File: src/rtl/uart_pkg.sv
// Shared UART definitions: frame width, parity codes, FSM states and the
// frame-length helper used by both transmit and receive paths.
package uart_pkg;

    localparam int unsigned FRAME_W = 11;

    localparam logic [1:0] PAR_NONE0 = 2'b00;
    localparam logic [1:0] PAR_ODD   = 2'b01;
    localparam logic [1:0] PAR_EVEN  = 2'b10;
    localparam logic [1:0] PAR_NONE3 = 2'b11;

    typedef enum logic {
        ST_IDLE = 1'b0,
        ST_SEND = 1'b1
    } state_t;

    // Start + data + optional parity + stop bits, clipped to the frame width.
    function automatic logic [3:0] frame_nbits(input logic       data_len,
                                               input logic [1:0] parity_type,
                                               input logic       stop_bits);
        logic [3:0] n;
        logic       par_en;
        par_en = !((parity_type == PAR_NONE0) || (parity_type == PAR_NONE3));
        n = 4'd1 + (data_len ? 4'd8 : 4'd7) + (par_en ? 4'd1 : 4'd0) +
            (stop_bits ? 4'd2 : 4'd1);
        return (n > 4'd11) ? 4'd11 : n;
    endfunction

endpackage

File: src/rtl/baud_tick_gen.sv
// Baud-period tick generator: counts 0..BAUD_DIV-1 while enabled and flags the
// last cycle of each period.
module baud_tick_gen #(
    parameter int unsigned BAUD_DIV = 5208,
    parameter int unsigned CNT_W    = 16
) (
    input  logic clk,
    input  logic rst,
    input  logic clear,
    input  logic en,
    output logic tick
);

    logic [CNT_W-1:0] r_cnt;
    logic             w_last;

    assign w_last = (r_cnt == CNT_W'(BAUD_DIV - 1));
    assign tick   = en && w_last;

    always_ff @(posedge clk or posedge rst) begin
        if (rst) begin
            r_cnt <= '0;
        end else if (clear) begin
            r_cnt <= '0;
        end else if (en) begin
            r_cnt <= w_last ? '0 : r_cnt + 1'b1;
        end
    end

endmodule

File: src/rtl/uart_tx_shifter.sv
// UART transmit serializer: takes one framed word per handshake and shifts it
// out LSB first, one bit per baud period, returning the line to idle high.
module uart_tx_shifter
    import uart_pkg::*;
#(
    parameter int unsigned BAUD_DIV = 5208,
    parameter int unsigned CNT_W    = 16
) (
    input  logic               clk,
    input  logic               rst,
    input  logic [FRAME_W-1:0] frame_in,
    input  logic               frame_valid,
    output logic               frame_ready,
    input  logic               data_len,
    input  logic [1:0]         parity_type,
    input  logic               stop_bits,
    output logic               tx_out,
    output logic               busy,
    output logic               done
);

    state_t             r_state;
    logic [FRAME_W-1:0] r_shreg;
    logic [3:0]         r_bitcnt;
    logic [3:0]         r_nbits;
    logic               r_tx;
    logic               r_done;

    logic w_tick;
    logic w_baud_clear;
    logic w_baud_en;
    logic w_last_bit;

    assign w_baud_clear = (r_state == ST_IDLE);
    assign w_baud_en    = (r_state == ST_SEND);
    assign w_last_bit   = (r_bitcnt == r_nbits - 4'd1);

    baud_tick_gen #(
        .BAUD_DIV (BAUD_DIV),
        .CNT_W    (CNT_W)
    ) u_baud (
        .clk   (clk),
        .rst   (rst),
        .clear (w_baud_clear),
        .en    (w_baud_en),
        .tick  (w_tick)
    );

    always_ff @(posedge clk or posedge rst) begin
        if (rst) begin
            r_state  <= ST_IDLE;
            r_shreg  <= '1;
            r_bitcnt <= 4'd0;
            r_nbits  <= 4'd0;
            r_tx     <= 1'b1;
            r_done   <= 1'b0;
        end else begin
            r_done <= 1'b0;
            case (r_state)
                ST_IDLE: begin
                    r_tx <= 1'b1;
                    if (frame_valid) begin
                        r_shreg  <= frame_in;
                        r_tx     <= frame_in[0];
                        r_nbits  <= frame_nbits(data_len, parity_type, stop_bits);
                        r_bitcnt <= 4'd0;
                        r_state  <= ST_SEND;
                    end
                end
                ST_SEND: begin
                    if (w_tick) begin
                        r_shreg  <= {1'b1, r_shreg[FRAME_W-1:1]};
                        r_bitcnt <= r_bitcnt + 4'd1;
                        r_tx     <= r_shreg[1];
                        // Last stop bit done: release the line and free the slot.
                        if (w_last_bit) begin
                            r_state <= ST_IDLE;
                            r_tx    <= 1'b1;
                            r_done  <= 1'b1;
                        end
                    end
                end
            endcase
        end
    end

    assign frame_ready = (r_state == ST_IDLE);
    assign busy        = (r_state == ST_SEND);
    assign done        = r_done;
    assign tx_out      = r_tx;

endmodule

File: config.mk
export PLATFORM = sky130hd
export DESIGN_NAME = uart_tx_shifter
export DESIGN_NICKNAME = d
export VERILOG_FILES = /design/src/rtl/uart_pkg.sv /design/src/rtl/baud_tick_gen.sv /design/src/rtl/uart_tx_shifter.sv
export SDC_FILE = /design/constraint.sdc
export NUM_CORES = 1
export LEC_CHECK = 0
export ABC_AREA = 1
export CORE_ASPECT_RATIO = 1.1
export CORE_MARGIN = 2
export CORE_UTILIZATION = 40
export DETAILED_ROUTE_END_ITERATION = 10
export PLACE_DENSITY_LB_ADDON = 0.2
export RECOVER_POWER = 100
export SETUP_SLACK_MARGIN = 0.2
export SYNTH_ARGS = -nofsm -noshare
export SYNTH_HDL_FRONTEND = slang
export SYNTH_HIERARCHICAL = 1
export SYNTH_SLANG_ARGS = --single-unit
File: constraint.sdc
create_clock -name clk -period 1.81 [get_ports clk]
set_clock_uncertainty 0.2 [all_clocks]
set_input_delay 0.181 -clock clk [delete_from_list [all_inputs] [get_ports clk]]
set_output_delay 0.181 -clock clk [all_outputs]
set_load 0.03 [all_outputs]
==> flow_summary.toml, run 1 <==
[sta]
drv_slew = 0
hold_viol = 0
fin_crit_ns = 1.902
period_share_pct = 105.1
final.setup.worst_slack_ns = -0.09194
fmax_mhz = 525.8
finalSetupViolCount = 22
relSlewSlack_pct = 38.68
worst_pin_slew_ns = 0.9197
rsz0062_at_grt = "yes"

[hold_path]
worstHoldPathCells = 5
min_from = "data_len"
holdPathEnd = "r_nbits[0]"
worstHoldPathType = "primary input to register"

[worst_setup_path]
start_kind = "register"
r2r_start = "u_baud/r_cnt[0]"
cp.required_ns = 1.80
worst_ep_arrival_time_ns = 1.89
reg2regPathDepth = 10
rrSetupSlack_ns = -0.09
crit_fanout = 3
cp-end-kind = "register"
path_class = "register to register"
reg2reg_to = "r_bitcnt[1]"

[finish]
drive_gt1_share_pct = 26.11
mostFrequentLayoutCells = "nand2_1 (82), nor2_1 (45), inv_1 (33)"
num_antenna_cells = 0
area_delta_synth_final_pct = 32.49
layout_commonest_cell = "nand2_1"
nets = 385

[power]
pwr-share-seq_pct = 43.7
power.switching_mw = 0.7700
sw_frac_of_total_pct = 31.57
p_total_mw = 2.440
p_leak_nw = 1.502
peakVddDrop_mv = 0.5185
comb_power_share_pct = 31.5
power_density_nw_per_um2 = 807.7
clkPwrFrac_pct = 24.8
p_int_mw = 1.669

[clock_network]
root_buffer = "clkbuf_8"
cts_made_buffers = 5
cts.sinks = 37
hold_buffers = 0
cts.clk_slew.worst_paths_ns = 0.08
cts_tree = "built"
htree_levels = 2
clk_latency_ns = 0.29
clock_path_buffers = 2

[routing]
vias = 2061
wl_per_cell_um = 11.48
dr.first_iter.drc_count = 47
via_per_inst = 4.738
first_pass_iters = 4
antenna_left = 0
drt-total-wl_um = 4995
drc = 0

[outcome]
violations = "negative setup slack"
status = "complete, but fails checks"

[yosys]
yosysSeqAreaShare_pct = 41.22
synth_cell_types = 31
avgSynthCellArea_um2 = 7.676
synth_fp_nets = 323
synthCells = 297
synth-seq-cells = 37
mappedNetlistArea_um2 = 2280
ys.warnings.count = 6

[grt]
grt_max_degree = 22
antenna_found_initial = 0
grt.total_usage_pct = 16.31
grt_first_pass_wirelength_um = 8445
grt-ovfl-total = 0
grt_pass1_vias = 1950

[place]
dp_slack_ns = -0.2618
port_buffers = 21
place_congestion = 0.8577
dpl.hpwl_um = 3559

[run]
maxCapViolCount = 0

[floorplan]
die-area_um2 = 6320
io_pins = 22
core_um2 = 5430
die_w_um = 75.98
die_h_um = 83.18
initial_utilization_pct = 41.98
num_rows = 28
-- final cells by class --
class,instances,area [um^2]
tap,75,93.84
clock buffer,8,90.09
inverter,42,172.7
timing repair buffer,58,503.0
multi-input combinational,214,1214
fill,517,2410
sequential,37,940.9
timing repair inverter,1,6.256
-- worst max-delay path by stage --
stage,startpoint,to,cells after the start
2_1_floorplan,u_baud/r_cnt[0],r_shreg[10],11
3_3_place_gp,data_len,r_nbits[0],10
3_5_place_dp,data_len,r_nbits[1],10
4_1_cts,u_baud/r_cnt[0],r_bitcnt[2],11
5_1_grt,u_baud/r_cnt[0],r_bitcnt[2],11
6_report,u_baud/r_cnt[0],r_bitcnt[1],10
-- sequential cells by signal, summed over array words and instances (netlist names) --
signal,flops
tx_out,1
r_nbits,4
busy,1
r_bitcnt,4
done,1
u_baud/r_cnt,16
r_shreg,10
-- repair_timing --
action | CTS | global route
pin swaps | 10 | 12
gates resized for setup | 17 | 23
buffers inserted | 3 | 3
setup endpoints to repair | 32 | 35
cloned | 1 | 0
-- power by group through the flow --
stage | combinational, mW | sequential [mW] | clock (mW)
after floorplan | 0.417 | 1.11 | 0
final | 0.767 | 1.07 | 0.605
after CTS | 0.751 | 1.07 | 0.633
after global placement | 0.723 | 1.08 | 0
after global routing | 0.863 | 1.08 | 0.659
after detailed placement | 0.742 | 1.08 | 0
-- critical path, cell delays in order, from the launching register on --
cell,delay (ns)
dfrtp_1,0.37
ha_2,0.19
nand4_1,0.13
nor2_2,0.18
nand2_2,0.10
nor2_4,0.11
nand2_2,0.08
inv_4,0.10
nor2_8,0.05
buf_6,0.12
a22o_1,0.16
-- logic make-up (layout without fill, tap and decap cells) --
logic type	Yosys count	count (layout)	share of synthesized area, %
flip-flops	37	37	41.22
adder cells (fa/ha/maj)	8	8	4.391
AO/OA/AOI/OAI	29	29	10.76
buffers and inverters	46	109	8.287
AND/OR/NAND/NOR	164	164	30.35
XOR/XNOR	13	13	4.995
-- routing by layer --
layer	track usage (%)	up-vias	part of all wire [%]
li1	-	1061	-
met4	6.281	0	1.7
met1	19.65	961	45
met3	3.370	8	2.9
met5	0	-	0
met2	28.57	31	50
-- synth_stat cells --
| master | n | share of area [%] |
|---|---|---|
| a21oi_1 | 5 | 1.1 |
| a21oi_2 | 1 | 0.38 |
| a22o_1 | 1 | 0.38 |
| a31oi_2 | 9 | 4.9 |
| buf_2 | 3 | 0.66 |
| buf_6 | 1 | 0.49 |
| clkinv_1 | 2 | 0.33 |
| dfrtp_1 | 26 | 29 |
| dfstp_2 | 11 | 13 |
| ha_1 | 8 | 4.4 |
| inv_1 | 34 | 5.6 |
| inv_2 | 4 | 0.66 |
| inv_4 | 2 | 0.55 |
| nand2_1 | 85 | 14 |
| nand2_2 | 1 | 0.27 |
| nand2_4 | 1 | 0.49 |
| nand3_1 | 19 | 4.2 |
| nand3_2 | 1 | 0.44 |
| nand4_1 | 5 | 1.4 |
| nor2_1 | 48 | 7.9 |
| nor2_2 | 3 | 0.82 |
| nor2_8 | 1 | 0.88 |
| o21a_1 | 1 | 0.33 |
| o21ai_0 | 3 | 0.66 |
| o21ai_1 | 3 | 0.66 |
| o21ai_4 | 1 | 0.71 |
| o21bai_1 | 2 | 0.66 |
| o22a_1 | 1 | 0.38 |
| o22ai_1 | 2 | 0.55 |
| xnor2_1 | 2 | 0.77 |
| xor2_1 | 11 | 4.2 |
-- through the flow --
stage	cells	util, %	hold WS (ns)	instance area (um^2)	TNS [ns]
floorplan	297	-	-0.1053	2306	-0.4577
global placement	420	51.64	0.2602	2804	-1.747
detailed placement	420	51.64	0.2615	2804	-2.703
CTS	432	54.42	0.02549	2955	-0.9239
global route	435	55.62	0.1787	3020	-2.381
finish	435	55.62	0.1397	3020	-1.029
(Power assumes the default switching activity.)
==> run 2: changes to the inputs <==
- GPL_ROUTABILITY_DRIVEN: default -> 1
==> results of run 2 <==
Same layout as run 1: the final DEF is identical, and so are final timing and power.
